**src/rtl/lc3_reg_sequencer_pkg.sv**
```systemverilog
`default_nettype none
// ============================================================================
//  Package     : lc3_pkg
//  Description : Shared definitions for the LC-3 register-file sequencer:
//                opcode constants, FSM state encoding and the default
//                condition-code reset value.
//  Revision    : 1.0  initial release
// ============================================================================
package lc3_pkg;

  localparam logic [3:0] OP_BR   = 4'b0000;
  localparam logic [3:0] OP_ADD  = 4'b0001;
  localparam logic [3:0] OP_LD   = 4'b0010;
  localparam logic [3:0] OP_ST   = 4'b0011;
  localparam logic [3:0] OP_JSR  = 4'b0100;
  localparam logic [3:0] OP_AND  = 4'b0101;
  localparam logic [3:0] OP_LDR  = 4'b0110;
  localparam logic [3:0] OP_STR  = 4'b0111;
  localparam logic [3:0] OP_RTI  = 4'b1000;
  localparam logic [3:0] OP_NOT  = 4'b1001;
  localparam logic [3:0] OP_LDI  = 4'b1010;
  localparam logic [3:0] OP_STI  = 4'b1011;
  localparam logic [3:0] OP_JMP  = 4'b1100;
  localparam logic [3:0] OP_RES  = 4'b1101;
  localparam logic [3:0] OP_LEA  = 4'b1110;
  localparam logic [3:0] OP_TRAP = 4'b1111;

  // Z set after reset
  localparam logic [2:0] NZP_RESET_DEF = 3'b010;

  typedef enum logic [2:0] {
    S_IDLE    = 3'd0,
    S_DECODE  = 3'd1,
    S_READ    = 3'd2,
    S_WAIT_WB = 3'd3,
    S_SETUP   = 3'd4,
    S_PULSE   = 3'd5,
    S_HOLD    = 3'd6,
    S_DONE    = 3'd7
  } state_t;

endpackage
`default_nettype wire

```
**src/rtl/lc3_reg_sequencer_if.sv**
```systemverilog
`default_nettype none
// ============================================================================
//  Interface   : lc3_reg_sequencer_if
//  Description : Bundles the control-side request, writeback and register-file
//                signals of the LC-3 register sequencer.
//                master : control FSM / datapath / register file side
//                slave  : the sequencer itself
//  Signals     : start, ir, wb_valid, wb_data, rf_out1, rf_out2   (to seq)
//                rf_sr1, rf_sr2, rf_dr, rf_in, rf_load, op_a, op_b,
//                op_valid, nzp, busy, done                       (from seq)
//  Revision    : 1.0  initial release
// ============================================================================
interface lc3_reg_sequencer_if #(
  parameter int DATA_W = 16,
  parameter int REG_AW = 3
);
  logic              start;
  logic [15:0]       ir;
  logic              wb_valid;
  logic [DATA_W-1:0] wb_data;
  logic [DATA_W-1:0] rf_out1;
  logic [DATA_W-1:0] rf_out2;
  logic [REG_AW-1:0] rf_sr1;
  logic [REG_AW-1:0] rf_sr2;
  logic [REG_AW-1:0] rf_dr;
  logic [DATA_W-1:0] rf_in;
  logic              rf_load;
  logic [DATA_W-1:0] op_a;
  logic [DATA_W-1:0] op_b;
  logic              op_valid;
  logic [2:0]        nzp;
  logic              busy;
  logic              done;

  modport master (
    output start, ir, wb_valid, wb_data, rf_out1, rf_out2,
    input  rf_sr1, rf_sr2, rf_dr, rf_in, rf_load, op_a, op_b, op_valid,
           nzp, busy, done
  );

  modport slave (
    input  start, ir, wb_valid, wb_data, rf_out1, rf_out2,
    output rf_sr1, rf_sr2, rf_dr, rf_in, rf_load, op_a, op_b, op_valid,
           nzp, busy, done
  );
endinterface
`default_nettype wire

```
**src/rtl/lc3_reg_sequencer_field_decode.sv**
```systemverilog
`default_nettype none
// ============================================================================
//  Module      : lc3_field_decode
//  Description : Combinational field decode of an LC-3 instruction word into
//                register addresses and per-opcode control flags.
//  Ports       : i_ir        instruction word
//                o_sr1/o_sr2 source register addresses
//                o_dr        destination register address
//                o_wr_en     opcode writes a register
//                o_cc_en     opcode updates NZP
//                o_imm_sel   op_b comes from imm5 instead of sr2
//                o_imm5_sext sign-extended ir[4:0]
//  Config      : LC3_LINK_R7_EN - JSR/JSRR/TRAP write the link PC to R7
//  Revision    : 1.0  initial release
// ============================================================================
module lc3_field_decode
  import lc3_pkg::*;
#(
  parameter int DATA_W = 16
) (
  input  wire logic [15:0]       i_ir,
  output logic      [2:0]        o_sr1,
  output logic      [2:0]        o_sr2,
  output logic      [2:0]        o_dr,
  output logic                   o_wr_en,
  output logic                   o_cc_en,
  output logic                   o_imm_sel,
  output logic      [DATA_W-1:0] o_imm5_sext
);

  logic [3:0] w_opc;
  assign w_opc = i_ir[15:12];

  always_comb begin
    o_sr1   = i_ir[8:6];
    o_sr2   = i_ir[2:0];
    o_dr    = i_ir[11:9];
    o_wr_en = 1'b0;
    o_cc_en = 1'b0;
    case (w_opc)
      // stores read the data register through the sr1 port
      OP_ST, OP_STI, OP_STR: o_sr1 = i_ir[11:9];
      OP_ADD, OP_AND, OP_NOT, OP_LD, OP_LDI, OP_LDR: begin
        o_wr_en = 1'b1;
        o_cc_en = 1'b1;
      end
      OP_LEA: o_wr_en = 1'b1;
      OP_JSR, OP_TRAP: begin
        o_dr = 3'd7;
`ifdef LC3_LINK_R7_EN
        o_wr_en = 1'b1;
`else
        o_wr_en = 1'b0;
`endif
      end
      OP_BR, OP_RTI, OP_JMP, OP_RES: ;
      default: ;
    endcase
  end

  assign o_imm_sel   = ((w_opc == OP_ADD) || (w_opc == OP_AND)) && i_ir[5];
  assign o_imm5_sext = {{(DATA_W-5){i_ir[4]}}, i_ir[4:0]};

endmodule
`default_nettype wire

```
**src/rtl/lc3_reg_sequencer.sv**
```systemverilog
`default_nettype none
// ============================================================================
//  Module      : lc3_reg_sequencer
//  Description : Initiator side of the LC-3 register-file port. Decodes the
//                instruction accepted with start, reads the operands, accepts
//                one writeback word and produces a single-cycle write strobe
//                framed by a setup and a hold cycle. Updates NZP.
//  Ports       : clk    system clock, rising edge
//                reset  asynchronous active-high reset
//                bus    lc3_reg_sequencer_if.slave (request, writeback,
//                       register-file and status signals)
//  Config      : LC3_LINK_R7_EN - JSR/JSRR/TRAP wait for the link PC and write
//                it to R7 (NZP unchanged); otherwise they complete without a
//                write.
//  Revision    : 1.0  initial release
// ============================================================================
module lc3_reg_sequencer
  import lc3_pkg::*;
#(
  parameter int         DATA_W    = 16,
  parameter int         REG_AW    = 3,
  parameter logic [2:0] NZP_RESET = NZP_RESET_DEF
) (
  input wire logic             clk,
  input wire logic             reset,
  lc3_reg_sequencer_if.slave   bus
);

  logic [2:0]        w_sr1, w_sr2, w_dr;
  logic              w_wr_en, w_cc_en, w_imm_sel;
  logic [DATA_W-1:0] w_imm5_sext;
  logic [2:0]        w_nzp;

  state_t            r_state;
  logic              r_wr_en;
  logic              r_cc_en;
  logic              r_imm_sel;
  logic [DATA_W-1:0] r_imm;

  lc3_field_decode #(.DATA_W(DATA_W)) u_decode (
    .i_ir        (bus.ir),
    .o_sr1       (w_sr1),
    .o_sr2       (w_sr2),
    .o_dr        (w_dr),
    .o_wr_en     (w_wr_en),
    .o_cc_en     (w_cc_en),
    .o_imm_sel   (w_imm_sel),
    .o_imm5_sext (w_imm5_sext)
  );

  assign w_nzp = bus.rf_in[DATA_W-1]  ? 3'b100 :
                 (bus.rf_in == '0)    ? 3'b010 : 3'b001;

  // Decode results are captured on the accepting edge so the register file
  // sees stable addresses during DECODE and the ir input is free afterwards.
  always_ff @(posedge clk or posedge reset) begin
    if (reset) begin
      r_state      <= S_IDLE;
      r_wr_en      <= 1'b0;
      r_cc_en      <= 1'b0;
      r_imm_sel    <= 1'b0;
      r_imm        <= '0;
      bus.rf_sr1   <= '0;
      bus.rf_sr2   <= '0;
      bus.rf_dr    <= '0;
      bus.rf_in    <= '0;
      bus.rf_load  <= 1'b0;
      bus.op_a     <= '0;
      bus.op_b     <= '0;
      bus.op_valid <= 1'b0;
      bus.nzp      <= NZP_RESET;
      bus.busy     <= 1'b0;
      bus.done     <= 1'b0;
    end else begin
      bus.op_valid <= 1'b0;
      bus.rf_load  <= 1'b0;
      bus.done     <= 1'b0;
      case (r_state)
        S_IDLE: begin
          if (bus.start) begin
            r_state    <= S_DECODE;
            bus.busy   <= 1'b1;
            bus.rf_sr1 <= REG_AW'(w_sr1);
            bus.rf_sr2 <= REG_AW'(w_sr2);
            bus.rf_dr  <= REG_AW'(w_dr);
            r_wr_en    <= w_wr_en;
            r_cc_en    <= w_cc_en;
            r_imm_sel  <= w_imm_sel;
            r_imm      <= w_imm5_sext;
          end
        end
        S_DECODE: begin
          r_state      <= S_READ;
          bus.op_a     <= bus.rf_out1;
          bus.op_b     <= r_imm_sel ? r_imm : bus.rf_out2;
          bus.op_valid <= 1'b1;
        end
        S_READ: begin
          if (r_wr_en) begin
            r_state <= S_WAIT_WB;
          end else begin
            r_state  <= S_DONE;
            bus.done <= 1'b1;
          end
        end
        S_WAIT_WB: begin
          if (bus.wb_valid) begin
            r_state   <= S_SETUP;
            bus.rf_in <= bus.wb_data;
          end
        end
        S_SETUP: begin
          r_state     <= S_PULSE;
          bus.rf_load <= 1'b1;
        end
        S_PULSE: begin
          r_state <= S_HOLD;
          if (r_cc_en) bus.nzp <= w_nzp;
        end
        S_HOLD: begin
          r_state  <= S_DONE;
          bus.done <= 1'b1;
        end
        S_DONE: begin
          r_state  <= S_IDLE;
          bus.busy <= 1'b0;
        end
        default: r_state <= S_IDLE;
      endcase
    end
  end

endmodule
`default_nettype wire

```
**src/flat_wrapper.sv**
```systemverilog
// flat-port wrapper written by rule: the top's interface ports become plain ports
module lc3_reg_sequencer_flat import lc3_pkg::*;
#(
  parameter int         DATA_W    = 16,
  parameter int         REG_AW    = 3,
  parameter logic [2:0] NZP_RESET = NZP_RESET_DEF
)
  (clk, reset, bus_start, bus_ir, bus_wb_valid, bus_wb_data, bus_rf_out1, bus_rf_out2, bus_rf_sr1, bus_rf_sr2, bus_rf_dr, bus_rf_in, bus_rf_load, bus_op_a, bus_op_b, bus_op_valid, bus_nzp, bus_busy, bus_done);
  lc3_reg_sequencer_if #(.DATA_W(DATA_W), .REG_AW(REG_AW)) bus_i ();
  input wire logic clk;
  input wire logic reset;
  input wire logic [$bits(bus_i.start)-1:0] bus_start;
  input wire logic [$bits(bus_i.ir)-1:0] bus_ir;
  input wire logic [$bits(bus_i.wb_valid)-1:0] bus_wb_valid;
  input wire logic [$bits(bus_i.wb_data)-1:0] bus_wb_data;
  input wire logic [$bits(bus_i.rf_out1)-1:0] bus_rf_out1;
  input wire logic [$bits(bus_i.rf_out2)-1:0] bus_rf_out2;
  output wire logic [$bits(bus_i.rf_sr1)-1:0] bus_rf_sr1;
  output wire logic [$bits(bus_i.rf_sr2)-1:0] bus_rf_sr2;
  output wire logic [$bits(bus_i.rf_dr)-1:0] bus_rf_dr;
  output wire logic [$bits(bus_i.rf_in)-1:0] bus_rf_in;
  output wire logic [$bits(bus_i.rf_load)-1:0] bus_rf_load;
  output wire logic [$bits(bus_i.op_a)-1:0] bus_op_a;
  output wire logic [$bits(bus_i.op_b)-1:0] bus_op_b;
  output wire logic [$bits(bus_i.op_valid)-1:0] bus_op_valid;
  output wire logic [$bits(bus_i.nzp)-1:0] bus_nzp;
  output wire logic [$bits(bus_i.busy)-1:0] bus_busy;
  output wire logic [$bits(bus_i.done)-1:0] bus_done;
  assign bus_i.start = bus_start;
  assign bus_i.ir = bus_ir;
  assign bus_i.wb_valid = bus_wb_valid;
  assign bus_i.wb_data = bus_wb_data;
  assign bus_i.rf_out1 = bus_rf_out1;
  assign bus_i.rf_out2 = bus_rf_out2;
  assign bus_rf_sr1 = bus_i.rf_sr1;
  assign bus_rf_sr2 = bus_i.rf_sr2;
  assign bus_rf_dr = bus_i.rf_dr;
  assign bus_rf_in = bus_i.rf_in;
  assign bus_rf_load = bus_i.rf_load;
  assign bus_op_a = bus_i.op_a;
  assign bus_op_b = bus_i.op_b;
  assign bus_op_valid = bus_i.op_valid;
  assign bus_nzp = bus_i.nzp;
  assign bus_busy = bus_i.busy;
  assign bus_done = bus_i.done;
  lc3_reg_sequencer #(.DATA_W(DATA_W), .REG_AW(REG_AW), .NZP_RESET(NZP_RESET)) u_core (.clk(clk), .reset(reset), .bus(bus_i));
endmodule
```
**config.mk**
```make
export PLATFORM = sky130hd
export DESIGN_NAME = lc3_reg_sequencer_flat
export DESIGN_NICKNAME = d
export VERILOG_FILES = /design/src/rtl/lc3_reg_sequencer_pkg.sv /design/src/rtl/lc3_reg_sequencer_if.sv /design/src/rtl/lc3_reg_sequencer_field_decode.sv /design/src/rtl/lc3_reg_sequencer.sv /design/src/flat_wrapper.sv
export SDC_FILE = /design/constraint.sdc
export NUM_CORES = 1
export LEC_CHECK = 0
export ABC_AREA = 0
export ABC_CLOCK_PERIOD_IN_PS = 2700
export CAP_MARGIN = 0
export CORE_MARGIN = 1
export CORE_UTILIZATION = 38
export CTS_CLUSTER_SIZE = 20
export DETAILED_ROUTE_END_ITERATION = 7
export GPL_TIMING_DRIVEN = 0
export PLACE_DENSITY = 0.73
export SYNTH_ARGS = -nofsm -noshare
export SYNTH_HDL_FRONTEND = slang
export SYNTH_SLANG_ARGS = --single-unit
```
**constraint.sdc**
```tcl
create_clock -name clk -period 2.7 [get_ports clk]
set_input_delay 0.81 -clock clk [delete_from_list [all_inputs] [get_ports clk]]
set_output_delay 0.81 -clock clk [all_outputs]
set_load 0.1 [all_outputs]
```
==> impl_metrics.tcl, run 1 <==
set metrics [dict create \
    areaGrowthSynthToFinish_pct 53.55 \
    post-dp-hpwl_um 5067 \
    ant_nets 0 \
    fin_nets 458 \
    fmax_ghz 0.3760 \
    cts_max_level 3 \
    port_buffers 131 \
    coreArea_um2 7767 \
    grt_antenna_before_repair 0 \
    cts_made_buffers 9 \
    clock_sinks 72 \
    yosys_warnings 0 \
    slew_headroom 0.3357 \
    start_util 0.3967 \
    cts_setup_buffers 0 \
    wl_um 7019 \
    rows 32 \
    cts_tree "yes" \
    cts_resized 6 \
    syn_avg_cell_area_um2 12.43 \
    place_worst_setup_slack_ns 0.2244 \
    dr_total_vias 2376 \
    clockRootBuffer "clkbuf_8" \
    path_buf_inv 1 \
    period_needed_ns 2.660 \
    rsz0062_at_grt "false" \
    tightest_slew_ns 0.9949 \
    chipWidth_um 92.06 \
    setup_viol_count_final 0 \
    clk_pin_slew_ns 0.06 \
    endpoint_kind "output pin" \
    wl_per_cell_um 14.18 \
    syn-num-nets 316 \
    routed_via_density 4.800 \
    drive_gt1_frac 0.1832 \
    drt-pass1-iter-count 4 \
    synthTopCellsByArea "dfrtp_1 (58%), mux2_2 (9.9%), a21oi_1 (5.4%), mux2_4 (4.9%), nor2_1 (3.5%)" \
    cp_slowest_cell "clkdlybuf4s50_1" \
    routabilityCongestion 0.6845 \
    fin_skew_ns 0.01118 \
    syn_inst 248 \
    worstSetupStartpointType "flip-flop" \
    cp-startpoint "u_core.bus.rf_in[12]$_DFFE_PP0P_" \
    fin_ws_ns 0.04037 \
    grt_max_degree 73 \
    ys_ff_latch 72 \
    min_from "u_core.bus.nzp[1]$_DFFE_PP1P_" \
    post-synth-top-area-fraction 0.5765 \
    ys_types 33 \
    worstPathRequired_ns 1.89 \
    num_io_pins 132 \
    crit_arrival_ns 1.85 \
    period_share 0.9850 \
    path_delay_family "buffers and inverters" \
    clock_latency_ns 0.33 \
    drc 0 \
    final_util 0.6092 \
    max_cap_violations 0 \
    clockBufferDepth 2 \
    finalSetupTns_ns 0 \
    die_area_um2 8474 \
    critical-path-max-stage-delay_ns 1.15 \
    first_global_vias 2386 \
    r2r_start "u_core.r_state[1]$_DFFE_PP0P_" \
    nFillCells 653 \
    synth.largest_area_cell "dfrtp_1" \
    path_max_fanout 3 \
    hold_path_class "reg -> reg" \
    hold_viol 0 \
    grt_use_total 0.1711 \
    outcome "completed" \
    cts_hold_buf 0 \
    netlist_area_um2 3082 \
    cp_cell_sequence "clkdlybuf4s50_1" \
    grt_pass1_wl_um 11430 \
    n_antenna_cell 0 \
    die_y_um 92.06 \
    drt_iter0_drc 79 \
    seq_area_frac_synth 0.5851 \
    worst-setup-path-type "reg -> out" \
    slew_viol_final 0 \
    grt-ovfl-total 0 \
]
-- cell type report --
cell class              count  area (um2)  area share
inverters                   6       25.02    0.005288
flip-flops and latches     72        1803      0.3810
repair buffers            131        1326      0.2803
plain buffers              18       143.9     0.03041
clock inverters             3       42.54    0.008990
multi-input cells         152        1112      0.2351
clock buffers              11       151.4     0.03199
well taps                 102       127.6     0.02697
-- kinds of logic (layout without fill, tap and decap cells) --
| logic type | count (synthesis) | after routing | synth area share |
|---|---|---|---|
| DFF | 72 | 72 | 0.5851 |
| and+or+nand+nor | 58 | 58 | 0.1064 |
| buffers and inverters | 24 | 169 | 0.05400 |
| muxes | 42 | 42 | 0.1640 |
| AOI/OAI and AO/OA | 52 | 52 | 0.09054 |
-- through the flow --
stage	area, um2	std cells	hold WS [ns]
final	4732	495	0.4800
after global routing	4732	495	0.5282
after CTS	4710	495	0.4818
after detailed placement	4523	481	0.4737
after global placement	4521	481	0.4597
after floorplan	3082	248	0.4721
-- placed cells by master, fill, tap and decap left out, types with 9 or more instances in the layout --
cell type        Yosys  routed
clkdlybuf4s50_1      0     116
dfrtp_1             71      71
a21oi_1             33      33
nor2_1              29      29
mux2_2              27      27
clkbuf_8             0      11
buf_4               10      10
mux2_4              10      10
o21ai_0              9       9
dlymetal6s2s_1       0       9
-- worst register-to-register path: cells and delay by family (launching register included) --
family	cells	cell delay, ns
buffers and inverters	2	0.40
flip-flops	1	0.37
multiplexers	1	0.34
AND/OR/NAND/NOR	1	0.44
-- synthesized netlist by cell type --
cell type / instances
dfstp_2: 1
buf_4: 10
mux2_1: 1
inv_1: 6
nor3b_1: 1
mux2_2: 27
and2_1: 3
nand2b_1: 1
nor3_1: 1
buf_6: 5
nand4b_1: 2
nand4_1: 1
o211ai_1: 1
a22o_1: 1
nor4b_4: 1
a21o_1: 1
nor4_1: 4
nand4b_4: 1
dfrtp_1: 71
clkbuf_1: 2
and3_1: 1
mux2_4: 10
buf_2: 1
or3_1: 3
nor3b_4: 1
mux2i_1: 4
a31oi_1: 6
a21oi_1: 33
nor2b_1: 3
nor2_1: 29
nand2_1: 6
o31ai_1: 1
o21ai_0: 9
-- metal layers --
metal | GRT usage | part of all wire
met1 | 0.2204 | 0.44
met2 | 0.2861 | 0.50
met3 | 0.03317 | 0.051
met4 | 0.06250 | 0.012
met5 | 0 | 0
-- worst paths after layout --
check,slack (ns),cells after the start,to
hold reg to reg,0.48,2,u_core.bus.nzp[1]$_DFFE_PP1P_
setup / recovery,0.04,1,bus_rf_in[12]
setup reg to reg,1.04,4,u_core.r_imm[3]$_DFFE_PP0P_
min in group asynchronous,0.99,2,u_core.bus.op_a[12]$_DFFE_PP0P_
max in group asynchronous,1.09,2,u_core.bus.nzp[0]$_DFFE_PP0P_
hold / removal,0.48,2,u_core.bus.nzp[1]$_DFFE_PP1P_
-- flip-flops by register name (all words and copies together) (netlist names) --
| name | count |
|---|---|
| u_core.bus.rf_load | 1 |
| u_core.r_imm_sel | 1 |
| u_core.bus.op_a | 16 |
| u_core.r_state | 3 |
| u_core.bus.op_valid | 1 |
| u_core.bus.rf_in | 16 |
| u_core.bus.nzp | 3 |
| u_core.bus.rf_dr | 3 |
| u_core.bus.rf_sr1 | 3 |
| u_core.bus.busy | 1 |
| u_core.r_cc_en | 1 |
| u_core.bus.done | 1 |
| u_core.bus.op_b | 16 |
| u_core.r_wr_en | 1 |
| u_core.r_imm | 3 |
| u_core.bus.rf_sr2 | 2 |
Power of run 1 is left out: the tool's default activity adds up to more than one toggle a clock period on the data nets, which glitch-free logic cannot reach.
==> inputs of run 2 (changes only) <==
- GPL_TIMING_DRIVEN: 0 -> unset
- MAX_ROUTING_LAYER: unset -> met4
==> impl_metrics.tcl, run 2 (synthesized netlist as in run 1, its figures left out) <==
set metrics [dict create \
    drt_iter0_drc 116 \
    cp_cell_sequence "nor3b_4 -> buf_4 -> nor2_1 -> a21oi_1" \
    start_util 0.3967 \
    drive_gt1_frac 0.3342 \
    die_area_um2 8474 \
    grt_use_total 0.1668 \
    endpoint_kind "flip-flop" \
    clockRootBuffer "clkbuf_8" \
    clk_pin_slew_ns 0.08 \
    wl_per_cell_um 13.61 \
    die_y_um 92.06 \
    grt-ovfl-total 0 \
    clock_latency_ns 0.34 \
    period_needed_ns 2.007 \
    ff2ff_setup_slack_ns 0.69 \
    slew_headroom 0.4266 \
    path_delay_family "simple AND/OR/NAND/NOR gates" \
    cts_made_buffers 9 \
    drt-pass1-iter-count 5 \
    setup_viol_count_final 0 \
    grt_pass1_wl_um 10780 \
    routed_via_density 4.788 \
    slew_viol_final 0 \
    dr_total_vias 2322 \
    critical-path-max-stage-delay_ns 0.80 \
    cts_tree "yes" \
    path_buf_inv 1 \
    cts_hold_buf 0 \
    cts_max_level 3 \
    grtUsageMet3 0.04146 \
    layout_common_cells "dfrtp_1 (71), buf_4 (68), clkdlybuf4s50_1 (67)" \
    rows 32 \
    outcome "completed" \
    cp.depth 4 \
    ant_nets 0 \
    grtUsageMet1 0.2086 \
    worstReg2RegEnd "u_core.bus.op_b[12]$_DFFE_PP0P_" \
    cp_slowest_cell "nor3b_4" \
    final_common_cell "dfrtp_1" \
    cts_setup_buffers 0 \
    period_share 0.7434 \
    worstSetupStartpointType "flip-flop" \
    endpoint "u_core.bus.op_b[12]$_DFFE_PP0P_" \
    r2r_cells 4 \
    fmax_ghz 0.4982 \
    grt_antenna_before_repair 0 \
    fin_nets 446 \
    cp-startpoint "u_core.r_state[0]$_DFFE_PP0P_" \
    chipWidth_um 92.06 \
    path_max_fanout 18 \
    busiest_layer "met2" \
    tightest_slew_ns 0.8591 \
    clock_sinks 72 \
    n_antenna_cell 0 \
    areaGrowthSynthToFinish_pct 45.72 \
    max_cap_violations 0 \
    port_buffers 131 \
    hold_viol 0 \
    fin_skew_ns 0.009567 \
    routabilityCongestion 0.7625 \
    post-dp-hpwl_um 4893 \
    drc 0 \
    worstPathRequired_ns 2.96 \
    grt_max_degree 46 \
    r2r_start "u_core.r_state[0]$_DFFE_PP0P_" \
    coreArea_um2 7767 \
    crit_arrival_ns 2.26 \
    worst-setup-path-type "reg -> reg" \
    met2_usage 0.2618 \
    clockBufferDepth 2 \
    hold_path_class "reg -> reg" \
    num_io_pins 132 \
    top_regs "u_core.bus.op_a: 16 flops, u_core.bus.op_b: 16 flops, u_core.bus.rf_in: 16 flops" \
    first_global_vias 2279 \
    cts_resized 0 \
    finalSetupTns_ns 0 \
    rsz0062_at_grt "false" \
    wl_um 6601 \
]
[run 2: changes by cell type in the layout (fill, tap and decap cells not counted), sizes merged]
cell           delta
dlymetal6s2s      -9
dlygate4sd2       -6
clkinv            +2
clkdlybuf4s50    -49
inv               +2
clkbuf            -4
buf              +54
[run 2: worst reg2reg max path: cells and delay by family (launching register included)]
family                 cells  cell delay [ns]
AO/OA/AOI/OAI              1             0.13
flip-flops                 1             0.59
buffers and inverters      1             0.35
AND/OR/NAND/NOR            2             0.86
[run 2: metal layers]
layer	wire, um	part of all wire
met1	2933	0.44
met3	347	0.053
met4	99	0.015
met5	0	0
met2	3220	0.49
[run 2: final cells by class]
cell class              count  area, um2
repair buffers            137       1221
multi-input cells         152       1112
inverters                   6      22.52
fillers                   662       3277
well taps                 102      127.6
clock inverters             7      80.08
flip-flops and latches     72       1803
clock buffers               9      123.9
[run 2: worst min-delay path by stage]
stage / from / endpoint / cells after the start
6_report: u_core.bus.nzp[1]$_DFFE_PP1P_ / u_core.bus.nzp[1]$_DFFE_PP1P_ / 2
5_1_grt: u_core.bus.nzp[1]$_DFFE_PP1P_ / u_core.bus.nzp[1]$_DFFE_PP1P_ / 2
4_1_cts: u_core.bus.nzp[1]$_DFFE_PP1P_ / u_core.bus.nzp[1]$_DFFE_PP1P_ / 2
3_5_place_dp: u_core.bus.nzp[1]$_DFFE_PP1P_ / u_core.bus.nzp[1]$_DFFE_PP1P_ / 2
3_3_place_gp: u_core.bus.nzp[1]$_DFFE_PP1P_ / u_core.bus.nzp[1]$_DFFE_PP1P_ / 2
2_1_floorplan: u_core.r_imm[4]$_DFFE_PP0P_ / u_core.r_imm[4]$_DFFE_PP0P_ / 1
[run 2: through the flow]
step / setup slack (ns) / cell area (um2) / utilization / std cells / hold slack [ns]
after CTS: 0.6070 / 4491 / 0.5781 / 485 / 0.4808
final: 0.6927 / 4491 / 0.5781 / 485 / 0.4762
after global placement: 0.4044 / 4287 / 0.5519 / 469 / 0.4621
after global routing: 0.4618 / 4491 / 0.5781 / 485 / 0.5016
after floorplan: 0.06674 / 3082 / - / 248 / 0.4721
after detailed placement: 0.3322 / 4287 / 0.5519 / 469 / 0.4684
Power of run 2 is left out for the same reason.
==> inputs of run 3 (changes only) <==
- ABC_CLOCK_PERIOD_IN_PS: 2700 -> 2100
- CORE_UTILIZATION: 38 -> 42
- PLACE_DENSITY: 0.73 -> 0.77
- clock period: 2.7 -> 2.1 ns (I/O delays scaled with it)
==> impl_metrics.tcl, run 3 (synthesized netlist as in run 1, its figures left out) <==
set metrics [dict create \
    dr_total_vias 2356 \
    path_buf_inv 3 \
    rows 30 \
    nFillCells 430 \
    period_share 0.8151 \
    slew_headroom 0.6974 \
    clockRootBuffer "clkbuf_8" \
    rsz0062_at_grt "false" \
    fmax_ghz 0.5842 \
    outcome "completed" \
    max_cap_violations 0 \
    clock_latency_ns 0.34 \
    endpoint_kind "flip-flop" \
    n_antenna_cell 0 \
    crit_arrival_ns 1.97 \
    first_global_vias 2464 \
    slew_viol_final 0 \
    cp_cell_sequence "clkdlybuf4s50_1 -> nor4b_4 -> buf_4 -> buf_4 -> nor2_1 -> a31oi_1" \
    drt-pass1-iter-count 6 \
    fin_nets 446 \
    setup_viol_count_final 0 \
    wl_per_cell_um 15.58 \
    die_area_um2 7684 \
    worst-setup-path-type "in -> reg" \
    cts_hold_buf 0 \
    drt_iter0_drc 109 \
    cp-startpoint "bus_start" \
    drc 0 \
    cts_tree "yes" \
    coreArea_um2 6944 \
    final_common_cell "dfrtp_1" \
    top_regs "u_core.bus.op_a: 16 flops, u_core.bus.op_b: 16 flops, u_core.bus.rf_in: 16 flops" \
    grt-ovfl-total 0 \
    start_util 0.4438 \
    tightest_slew_ns 0.4538 \
    cp_common_cell "buf_4" \
    finalSetupTns_ns 0 \
    min_from "u_core.bus.nzp[1]$_DFFE_PP1P_" \
    cts_resized 0 \
    clockBufferDepth 2 \
    post-dp-hpwl_um 5640 \
    r2r_start "u_core.r_state[0]$_DFFE_PP0P_" \
    drive_gt1_frac 0.3342 \
    fin_skew_ns 0.01240 \
    areaGrowthSynthToFinish_pct 72.80 \
    cp_slowest_cell "clkdlybuf4s50_1" \
    layout_common_cells "dfrtp_1 (71), clkdlybuf4s50_1 (67), buf_12 (67)" \
    worstPathRequired_ns 2.36 \
    grt_max_degree 50 \
    cts_made_buffers 9 \
    grt_antenna_before_repair 0 \
    wl_um 7462 \
    hold_path_class "reg -> reg" \
    chipWidth_um 87.66 \
    period_needed_ns 1.712 \
    path_max_fanout 12 \
    critical-path-max-stage-delay_ns 0.52 \
    grt_pass1_wl_um 12050 \
    grt_use_total 0.2151 \
    clk_pin_slew_ns 0.08 \
    path_delay_family "buffers and inverters" \
    ant_nets 0 \
    routed_via_density 4.919 \
    routabilityCongestion 0.7716 \
    die_y_um 87.66 \
    port_buffers 131 \
    hold_viol 0 \
    cts_setup_buffers 0 \
    worstSetupStartpointType "input pin" \
    clock_sinks 72 \
    num_io_pins 132 \
    cts_max_level 3 \
]
## run 3: worst paths after layout
kind                       cells past startpoint                                to  slack [ns]
max                                            6  u_core.bus.rf_sr1[2]$_DFFE_PP0P_        0.39
min                                            2     u_core.bus.nzp[1]$_DFFE_PP1P_        0.50
max reg2reg                                    3    u_core.bus.op_a[0]$_DFFE_PP0P_        0.43
min reg2reg                                    2     u_core.bus.nzp[1]$_DFFE_PP1P_        0.50
max in group asynchronous                      3     u_core.bus.nzp[1]$_DFFE_PP1P_        1.07
min in group asynchronous                      2   u_core.bus.op_a[13]$_DFFE_PP0P_        0.55
## run 3: worst min-delay path: stages (launching register included)
cell and delay (ns):
dfstp_2 0.39, nand2_1 0.05, o31ai_1 0.06
## run 3: layer usage
| metal | global-route usage | up-vias | share of wire |
|---|---|---|---|
| met5 | - | - | 0 |
| met4 | 0.08644 | 0 | 0.020 |
| met3 | 0.03959 | 12 | 0.051 |
| met2 | 0.3736 | 77 | 0.52 |
| met1 | 0.2454 | 1141 | 0.40 |
| li1 | - | 1126 | - |
## run 3: per-stage QoR
step                std cells  cell area (um2)  setup WS (ns)    util  hold WS [ns]
finish                    479             5325         0.3884  0.7668        0.5006
detailed placement        463             5096        0.05441  0.7339        0.4930
CTS                       479             5325         0.3802  0.7668        0.5040
floorplan                 248             3085         0.5343       -        0.4721
global placement          463             5096        0.08774  0.7339        0.4803
global route              479             5325         0.3201  0.7668        0.5180
## run 3: final cells by class
type	count	area, um2	area share
clock buffer	10	137.6	0.02585
clock inverter	6	91.34	0.01715
inverter	6	26.28	0.004934
multi-input combinational	152	1112	0.2089
sequential	72	1803	0.3386
tap	96	120.1	0.02256
timing repair buffer	137	2034	0.3820
Power of run 3 is left out for the same reason.
